## src/rtl/sdram_sched_pkg.sv

```systemverilog
`default_nettype none
// ============================================================================
// Module      : sdram_sched_pkg
// Description : Shared types and default geometry for the SDRAM burst scheduler.
// Revision    : 1.0
// ============================================================================
package sdram_sched_pkg;

    localparam int unsigned C_BURST_LEN = 8;
    localparam int unsigned C_ADDR_W    = 22;

    typedef enum logic [2:0] {
        IDLE     = 3'd0,
        WR_REQ   = 3'd1,
        WR_BURST = 3'd2,
        RD_REQ   = 3'd3,
        RD_BURST = 3'd4
    } sched_state_e;

    typedef enum logic {
        WR = 1'b0,
        RD = 1'b1
    } grant_e;

endpackage
`default_nettype wire

```

## src/rtl/sdram_rw_sched_if.sv

```systemverilog
`default_nettype none
// ============================================================================
// Module      : sdram_rw_sched_if
// Description : FIFO levels, sdram_ctrl request/ack handshake and status bus.
// Revision    : 1.0
// ============================================================================
interface sdram_rw_sched_if #(
    parameter int ADDR_W = 22,
    parameter int LVL_W  = 9
);
    logic              init_done;
    logic [LVL_W-1:0]  wrf_usedw;
    logic [LVL_W-1:0]  rdf_usedw;
    logic              sdram_wr_ack;
    logic              sdram_rd_ack;
    logic              sdram_wr_req;
    logic              sdram_rd_req;
    logic [ADDR_W-1:0] sdram_addr;
    logic [ADDR_W:0]   sdram_level;
    logic              busy;
    logic              err_timeout;

    modport master (
        input  init_done, wrf_usedw, rdf_usedw, sdram_wr_ack, sdram_rd_ack,
        output sdram_wr_req, sdram_rd_req, sdram_addr, sdram_level, busy, err_timeout
    );

    modport slave (
        output init_done, wrf_usedw, rdf_usedw, sdram_wr_ack, sdram_rd_ack,
        input  sdram_wr_req, sdram_rd_req, sdram_addr, sdram_level, busy, err_timeout
    );
endinterface
`default_nettype wire

```

## src/rtl/sdram_addr_ptr.sv

```systemverilog
`default_nettype none
// ============================================================================
// Module      : sdram_addr_ptr
// Description : Burst-granular circular address pointer with wrap at ADDR_DEPTH.
// Revision    : 1.0
// ============================================================================
module sdram_addr_ptr #(
    parameter int ADDR_W     = 22,
    parameter int ADDR_DEPTH = 4194304,
    parameter int BURST_LEN  = 8
) (
    input  wire logic              clk,
    input  wire logic              rst,
    input  wire logic              adv_i,
    output logic [ADDR_W-1:0]      ptr_o
);
    logic [ADDR_W-1:0] ptr_q;
    logic [ADDR_W-1:0] ptr_d;
    logic [ADDR_W:0]   w_sum;

    // Extra bit lets the sum reach ADDR_DEPTH == 2^ADDR_W without aliasing to 0.
    assign w_sum = {1'b0, ptr_q} + (ADDR_W+1)'(BURST_LEN);

    always_comb begin
        ptr_d = ptr_q;
        if (adv_i) begin
            ptr_d = (w_sum == (ADDR_W+1)'(ADDR_DEPTH)) ? '0 : w_sum[ADDR_W-1:0];
        end
    end

    always_ff @(posedge clk) begin
        if (rst) begin
            ptr_q <= '0;
        end else begin
            ptr_q <= ptr_d;
        end
    end

    assign ptr_o = ptr_q;
endmodule
`default_nettype wire

```

## src/rtl/sdram_rw_sched.sv

```systemverilog
`default_nettype none
// ============================================================================
// Module      : sdram_rw_sched
// Description : Arbitrates write/read bursts onto sdram_ctrl; SDRAM is a circular buffer.
// Revision    : 1.0
// ============================================================================
module sdram_rw_sched
    import sdram_sched_pkg::*;
#(
    parameter int BURST_LEN  = C_BURST_LEN,
    parameter int ADDR_W     = C_ADDR_W,
    parameter int ADDR_DEPTH = 4194304,
    parameter int LVL_W      = 9,
    parameter int RDF_DEPTH  = 256,
    parameter int TIMEOUT    = 4095
) (
    input  wire logic         clk,
    input  wire logic         rst,
    sdram_rw_sched_if.master  bus
);
    localparam int TMO_W = $clog2(TIMEOUT + 1);

    localparam logic [ADDR_W:0]  C_LVL_BURST = (ADDR_W+1)'(BURST_LEN);
    localparam logic [ADDR_W:0]  C_LVL_FULL  = (ADDR_W+1)'(ADDR_DEPTH);
    localparam logic [ADDR_W:0]  C_LVL_WRMAX = (ADDR_W+1)'(ADDR_DEPTH - BURST_LEN);
    localparam logic [LVL_W-1:0] C_FIFO_BURST = LVL_W'(BURST_LEN);
    localparam logic [LVL_W-1:0] C_RDF_MAX    = LVL_W'(RDF_DEPTH - BURST_LEN);

    sched_state_e      state_q, state_d;
    grant_e            last_q, last_d;
    logic [ADDR_W-1:0] addr_q, addr_d;
    logic [ADDR_W:0]   level_q, level_d;
    logic [TMO_W-1:0]  tmo_q, tmo_d;
    logic              err_q, err_d;

    logic              wr_adv, rd_adv;
    logic [ADDR_W-1:0] wr_ptr, rd_ptr;
    logic              wr_ok, rd_ok, gnt_wr, gnt_rd;

    sdram_addr_ptr #(.ADDR_W(ADDR_W), .ADDR_DEPTH(ADDR_DEPTH), .BURST_LEN(BURST_LEN)) u_wr_ptr (
        .clk   (clk),
        .rst   (rst),
        .adv_i (wr_adv),
        .ptr_o (wr_ptr)
    );

    sdram_addr_ptr #(.ADDR_W(ADDR_W), .ADDR_DEPTH(ADDR_DEPTH), .BURST_LEN(BURST_LEN)) u_rd_ptr (
        .clk   (clk),
        .rst   (rst),
        .adv_i (rd_adv),
        .ptr_o (rd_ptr)
    );

    assign wr_ok = bus.init_done & ~err_q & (bus.wrf_usedw >= C_FIFO_BURST) & (level_q <= C_LVL_WRMAX);
    assign rd_ok = bus.init_done & ~err_q & (level_q >= C_LVL_BURST) & (bus.rdf_usedw <= C_RDF_MAX);

    // Round-robin on ties: the side that did not win last time goes first.
    assign gnt_wr = wr_ok & (~rd_ok | (last_q == RD));
    assign gnt_rd = rd_ok & ~gnt_wr;

    always_comb begin
        state_d = state_q;
        last_d  = last_q;
        addr_d  = addr_q;
        level_d = level_q;
        tmo_d   = tmo_q;
        err_d   = err_q;
        wr_adv  = 1'b0;
        rd_adv  = 1'b0;
        case (state_q)
            IDLE: begin
                if (gnt_wr) begin
                    state_d = WR_REQ;
                    last_d  = WR;
                    addr_d  = wr_ptr;
                    tmo_d   = '0;
                end else if (gnt_rd) begin
                    state_d = RD_REQ;
                    last_d  = RD;
                    addr_d  = rd_ptr;
                    tmo_d   = '0;
                end
            end
            WR_REQ, RD_REQ: begin
                if ((state_q == WR_REQ) ? bus.sdram_wr_ack : bus.sdram_rd_ack) begin
                    state_d = (state_q == WR_REQ) ? WR_BURST : RD_BURST;
                end else if (tmo_q == TMO_W'(TIMEOUT)) begin
                    state_d = IDLE;
                    err_d   = 1'b1;
                end else begin
                    tmo_d = tmo_q + 1'b1;
                end
            end
            WR_BURST: begin
                if (!bus.sdram_wr_ack) begin
                    wr_adv  = 1'b1;
                    level_d = level_q + C_LVL_BURST;
                    state_d = IDLE;
                end
            end
            RD_BURST: begin
                if (!bus.sdram_rd_ack) begin
                    rd_adv  = 1'b1;
                    level_d = level_q - C_LVL_BURST;
                    state_d = IDLE;
                end
            end
            default: state_d = IDLE;
        endcase
    end

    always_ff @(posedge clk) begin
        if (rst) begin
            state_q <= IDLE;
            last_q  <= RD;
            addr_q  <= '0;
            level_q <= '0;
            tmo_q   <= '0;
            err_q   <= 1'b0;
        end else begin
            state_q <= state_d;
            last_q  <= last_d;
            addr_q  <= addr_d;
            level_q <= level_d;
            tmo_q   <= tmo_d;
            err_q   <= err_d;
        end
    end

    assign bus.sdram_wr_req = (state_q == WR_REQ);
    assign bus.sdram_rd_req = (state_q == RD_REQ);
    assign bus.sdram_addr   = addr_q;
    assign bus.sdram_level  = level_q;
    assign bus.busy         = (state_q != IDLE);
    assign bus.err_timeout  = err_q;

    a_level_bound: assert property (@(posedge clk) disable iff (rst) level_q <= C_LVL_FULL);
    a_one_req:     assert property (@(posedge clk) disable iff (rst)
                                    !((state_q == WR_REQ) && (state_q == RD_REQ)) && !(bus.sdram_wr_req && bus.sdram_rd_req));
endmodule
`default_nettype wire

```

## src/flat_wrapper.sv

```systemverilog
// flat-port wrapper written by rule: the top's interface ports become plain ports
module sdram_rw_sched_flat import sdram_sched_pkg::*;
#(
    parameter int BURST_LEN  = C_BURST_LEN,
    parameter int ADDR_W     = C_ADDR_W,
    parameter int ADDR_DEPTH = 4194304,
    parameter int LVL_W      = 9,
    parameter int RDF_DEPTH  = 256,
    parameter int TIMEOUT    = 4095
)
  (clk, rst, bus_init_done, bus_wrf_usedw, bus_rdf_usedw, bus_sdram_wr_ack, bus_sdram_rd_ack, bus_sdram_wr_req, bus_sdram_rd_req, bus_sdram_addr, bus_sdram_level, bus_busy, bus_err_timeout);
  sdram_rw_sched_if #(.ADDR_W(ADDR_W), .LVL_W(LVL_W)) bus_i ();
  input  wire logic clk;
  input  wire logic rst;
  input wire logic [$bits(bus_i.init_done)-1:0] bus_init_done;
  input wire logic [$bits(bus_i.wrf_usedw)-1:0] bus_wrf_usedw;
  input wire logic [$bits(bus_i.rdf_usedw)-1:0] bus_rdf_usedw;
  input wire logic [$bits(bus_i.sdram_wr_ack)-1:0] bus_sdram_wr_ack;
  input wire logic [$bits(bus_i.sdram_rd_ack)-1:0] bus_sdram_rd_ack;
  output wire logic [$bits(bus_i.sdram_wr_req)-1:0] bus_sdram_wr_req;
  output wire logic [$bits(bus_i.sdram_rd_req)-1:0] bus_sdram_rd_req;
  output wire logic [$bits(bus_i.sdram_addr)-1:0] bus_sdram_addr;
  output wire logic [$bits(bus_i.sdram_level)-1:0] bus_sdram_level;
  output wire logic [$bits(bus_i.busy)-1:0] bus_busy;
  output wire logic [$bits(bus_i.err_timeout)-1:0] bus_err_timeout;
  assign bus_i.init_done = bus_init_done;
  assign bus_i.wrf_usedw = bus_wrf_usedw;
  assign bus_i.rdf_usedw = bus_rdf_usedw;
  assign bus_i.sdram_wr_ack = bus_sdram_wr_ack;
  assign bus_i.sdram_rd_ack = bus_sdram_rd_ack;
  assign bus_sdram_wr_req = bus_i.sdram_wr_req;
  assign bus_sdram_rd_req = bus_i.sdram_rd_req;
  assign bus_sdram_addr = bus_i.sdram_addr;
  assign bus_sdram_level = bus_i.sdram_level;
  assign bus_busy = bus_i.busy;
  assign bus_err_timeout = bus_i.err_timeout;
  sdram_rw_sched #(.BURST_LEN(BURST_LEN), .ADDR_W(ADDR_W), .ADDR_DEPTH(ADDR_DEPTH), .LVL_W(LVL_W), .RDF_DEPTH(RDF_DEPTH), .TIMEOUT(TIMEOUT)) u_core (.clk(clk), .rst(rst), .bus(bus_i));
endmodule
```

## config.mk

```make
export PLATFORM = sky130hd
export DESIGN_NAME = sdram_rw_sched_flat
export DESIGN_NICKNAME = d
export VERILOG_FILES = /design/src/rtl/sdram_sched_pkg.sv /design/src/rtl/sdram_rw_sched_if.sv /design/src/rtl/sdram_addr_ptr.sv /design/src/rtl/sdram_rw_sched.sv /design/src/flat_wrapper.sv
export SDC_FILE = /design/constraint.sdc
export NUM_CORES = 1
export LEC_CHECK = 0
export BUFFER_PORTS_ARGS = -buffer_cell sky130_fd_sc_hd__buf_4
export CAP_MARGIN = 10
export CORE_AREA = 5 5 118 98
export DETAILED_ROUTE_END_ITERATION = 8
export DIE_AREA = 0 0 123 103
export PLACE_DENSITY = 0.84
export SYNTH_ARGS = -nofsm -noshare
export SYNTH_HDL_FRONTEND = slang
export SYNTH_HIERARCHICAL = 1
export SYNTH_SLANG_ARGS = --single-unit
```

## constraint.sdc

```tcl
create_clock -name clk -period 3.4 [get_ports clk]
set_input_delay 0 -clock clk [delete_from_list [all_inputs] [get_ports clk]]
set_output_delay 0 -clock clk [all_outputs]
set_load 0.01 [all_outputs]
```

### After elaboration in Yosys (flattened, before gate mapping)

Cells that the tools add are included.
Widths: inputs -> output; s select.

* register bits: 106
* input port bits: 23
* output and inout port bits: 49

* $add $sub $neg: 5
* magnitude comparators: 4
* eq/ne operators: 13
* muxes and demuxes: 27
* bitwise operators: 12
* reductions and logical operators: 11

Operators by type and width (number)
* $mux 22: 4
* $mux 12: 4
* $add 22x4->23 const B: 2
* $eq 23x23->1 const B: 2
* $mux 23: 2
* $pmux 23 s2: 1
* $pmux 12 s2: 1
* $add 23x4->23 const B: 1
* $ge 23x4->1 const B: 1
* $le 23x22->1 const B: 1
* $sub 23x4->23 const B: 1
* $mux 3: 7
* $add 12x1->12 const B: 1
* $eq 12x12->1 const B: 1
* $pmux 3 s4: 1
* $ge 9x4->1 const B: 1
* $le 9x8->1 const B: 1
* $ne 2x2->1 const B: 4
* $reduce_and 4->1: 2
* $and 1x1->1: 7
* $mux 1: 7
* $eq 3x2->1 const B: 2
* $ne 3x1->1 const B: 2
* $reduce_and 3->1: 2
* other kinds (9): 14

### Depth between registers and ports, before layout

* word-level depth: 12
* depth in mapped cells: 10
* mapped depth without buffers: 8

### Cells and area by module

The synthesis kept the hierarchy.

Modules (own cells, without submodules)
* sdram_rw_sched: times used 1, cells each 478, area each 3626.0 um^2, sequential area each 1181.1 um^2
* sdram_addr_ptr: times used 2, cells each 105, area each 922.1 um^2, sequential area each 380.4 um^2

### Worst setup path after synthesis

Ideal clock, no wire load.

* path kind: register -> register
* start point: reg u_core.state_q[0]
* end point: reg u_core.u_rd_ptr.ptr_q[19], in the netlist u_core/u_rd_ptr/ptr_o[19]
* arrival time: 2332 ps
* required time: 3277 ps
* setup slack: 945 ps
* cell stages (with the launch flop): 11
* path buffers: 4
* clock period less this slack: 2455 ps
* path through: dfxtp_1 -> buf_2 -> or3b_2 -> clkbuf_1 -> clkbuf_1 -> nor2_1 -> clkbuf_2 -> nand4_2 -> nor4_4 -> nand3_1 -> mux2_1

* cells in the longest elaborated chain, start to end: 2

Ends and longest elaborated chain
* from (decl): RTL line sdram_rw_sched.sv:29 `sched_state_e state_q, state_d;`
* from (signal assigned): RTL line sdram_rw_sched.sv:121 `state_q <= state_d;`
* $eq 3x3->1: RTL line sdram_rw_sched.sv:70 `case (state_q)`
* $mux 1: RTL line sdram_rw_sched.sv:70
* via u_core.rd_adv: RTL line sdram_rw_sched.sv:36 `logic wr_adv, rd_adv;`
* to (signal assigned): RTL line sdram_addr_ptr.sv:35 `ptr_q <= ptr_d;`
* to (decl): RTL line sdram_addr_ptr.sv:17 `logic [ADDR_W-1:0] ptr_q;`

The timed path passes the listed nets, and every way through them passes these cells.
A chain may end at the register's enable or synchronous reset.

### Final worst setup path

* start point: reg u_core.state_q[2]
* end point: reg u_core.u_rd_ptr.ptr_q[16], in the netlist u_core/u_rd_ptr/ptr_o[16]

The elaborated chain is that of the path after synthesis.

==> impl_metrics.toml <==
[status]
status = "completed"

[clock_network]
cts_resized = 0
cts_hold_buf = 1
cts_htree_levels = 3
cts.root.buffer_cell = "clkbuf_16"
cts.clk_slew.worst_paths_ps = 70
cts_sinks = 97
numCtsBuffers = 9
cts_tree = "built"
clk_path_buf_depth = 2
insertion_delay_ps = 350
post-cts-setup-buffers = 0

[synthesis]
synthAdderAreaFrac = 0.01372
synth_ff_type = "dfxtp_1"
synth-seq-cells = 97
synth_top_family_by_area = "simple AND/OR/NAND/NOR gates"
yosys-top-cells-area = "dfxtp_1 (35%), nor2_1 (10%), o21ai_0 (5.1%), xnor2_1 (4.8%), or3_1 (3.7%)"
yosys_warnings = 6
synth_top_cell_by_area = "dfxtp_1"
synth-seq-area-share = 0.3550
yosysMostFrequentCell = "nor2_1"
netlist_area_um2 = 5470
synth_edf_count = 0
synth_commonest_cells = "nor2_1 (151), dfxtp_1 (97), o21ai_0 (56)"
async_reset_ff_frac = 0
muxShareOfSynthArea = 0.02196
netlist_instances = 688
synth-xor-area-share = 0.07205
syn_area_per_cell_um2 = 7.951
synth_compound_area_frac = 0.1688
synth_top_area_frac = 0.3550
yosys.area_share.simple = 0.3147
ys_types = 62

[routing]
vias = 5145
wl_per_cell_um = 15.73
drt_first_pass_iters = 5
drc_errors = 0
routed_wl_um = 13830
drt-initial-drc-count = 518
drt-vias-per-instance = 5.853
ant_nets = 0

[final_layout]
drive_gt1_frac = 0.1673
multiInputGateArea_um2 = 3282
fillers = 860
final_nets = 759
finish.utilization = 0.6038
syn2layout_area_growth_pct = 15.05
final_area_um2 = 6294
seqCellArea_um2 = 1942
n_antenna_cell = 0

[global_routing]
grt_max_degree = 98
grt_pass1_wl_um = 22650
grt_usage = 0.2208
grt_antenna_before_repair = 0
grt_remaining_overflow = 0
grt_pass1_vias = 4763

[placed_design]
gp_congestion = 0.8570
dp_slack_ps = 647.7
port_buffers = 65
placed_area_um2 = 5971
place_hpwl_um = 9378

[timing]
rsz0062_at_grt = "no"
fin_crit_ps = 2795
tns_ps = 0
fin_ws_ps = 605.2
finClkSkew_ps = 9.458
hold_violations = 0
drv_slew = 0
setup_viol = 0
period_share = 0.8220
tightest_slew_ps = 973.5
fmax_ghz = 0.3578
max-slew-margin-rel = 0.3510

[critical_path]
worstSetupEndpointType = "register"
critPathMaxStageDelay_ps = 670
crit_path_start_kind = "register"
cp_slowest_cell = "or3b_2"
crit_chain = "or3b_2 > nor2_1 > nand3_1 > nor2_1 > nand3_1 > mux2_2"
crit_required_ps = 3630
crit_fanout = 16
critPathArrivalTime_ps = 3030
worstSetupPathType = "register to register"

[worst_hold_path]
hp-class = "input pin to register"

[floorplan]
initial_core_util = 0.5248
die_h_um = 103
die_area_um2 = 12670
fp.dieW_um = 123
io_pins = 72
rows = 34
core_area_um2 = 10420

[power]
power_uw = 2620
powerDensity_nw_per_um2 = 416.2
p_leak_uw = 0.002431
vdd_drop_max_mv = 0.2252

[run]
maxCapViolCount = 0
[metrics by stage]
stage / instances / hold slack, ps
5_1_grt: 879 / 57.47
4_1_cts: 879 / 48.07
3_5_place_dp: 862 / 319.9
2_1_floorplan: 694 / 165.3
6_report: 879 / 64.31
3_3_place_gp: 862 / 319.7
[worst max-delay path: cells and delay by family, from the launching register on]
family           cells  cell delay (ps)
AND/OR/NAND/NOR      5             1910
flip-flops           1              490
multiplexers         1              290
[placed cells by master (no fill, tap or decap), drive strengths merged, types with 11 or more instances in the layout]
cell type and count:
a211oi 28, a21oi 26, buf 69, dfxtp 97, inv 15, nand2 28
nand3 31, nand4 18, nor2 151, nor3 16, nor4 11, o21ai 61
or3 32, xnor2 30, xor2 15
[final timing paths]
check	from	end	slack [ps]	cells after the start
max reg2reg	u_core/state_q[2]$_SDFFE_PP0P_	u_core/u_rd_ptr/ptr_o[16]$_SDFFE_PP0P_	610	6
min	bus_sdram_wr_ack	u_core/state_q[1]$_SDFFE_PP0P_	60	4
min reg2reg	u_core/tmo_q[1]$_SDFFE_PP0P_	u_core/tmo_q[1]$_SDFFE_PP0P_	490	2
max	u_core/state_q[2]$_SDFFE_PP0P_	u_core/u_rd_ptr/ptr_o[16]$_SDFFE_PP0P_	610	6
[cell type report]
cell class / count / area share
clock buffer: 10 / 0.03797
clock inverter: 6 / 0.01173
timing repair buffer: 70 / 0.08390
sequential: 97 / 0.3085
multi-input combinational: 539 / 0.5215
tap: 144 / 0.02863
inverter: 13 / 0.007753
[power by group]
group,internal (µW),leakage [µW],switching [µW]
clock,600,0.000147,460
combinational,143,0.00150,212
sequential,1170,0.000785,35.5
[sequential cells by signal, summed over array words and instances, names as in the netlist]
name	flops
u_core/u_rd_ptr/ptr_o	19
u_core/state_q	3
u_core/tmo_q	12
u_core/last_q	1
u_core/bus.sdram_level	20
u_core/bus.sdram_addr	22
u_core/bus.err_timeout	1
u_core/u_wr_ptr/ptr_o	19
[cells by family (layout without fill, tap and decap cells)]
family                     Yosys count  in the layout
other                                3              9
AOI/OAI and AO/OA                  138            138
adders and majority gates            6              6
muxes                               11             11
and+or+nand+nor                    330            330
buffers and inverters               58             99
DFF                                 97             97
xor gates and xnor gates            45             45
[layer usage]
| layer | part of all wire | GRT usage |
|---|---|---|
| met2 | 0.48 | 0.3625 |
| met5 | 0 | 0 |
| met3 | 0.067 | 0.05376 |
| met4 | 0.019 | 0.08255 |
| met1 | 0.43 | 0.2837 |
Power figures use the tool's default switching activity.
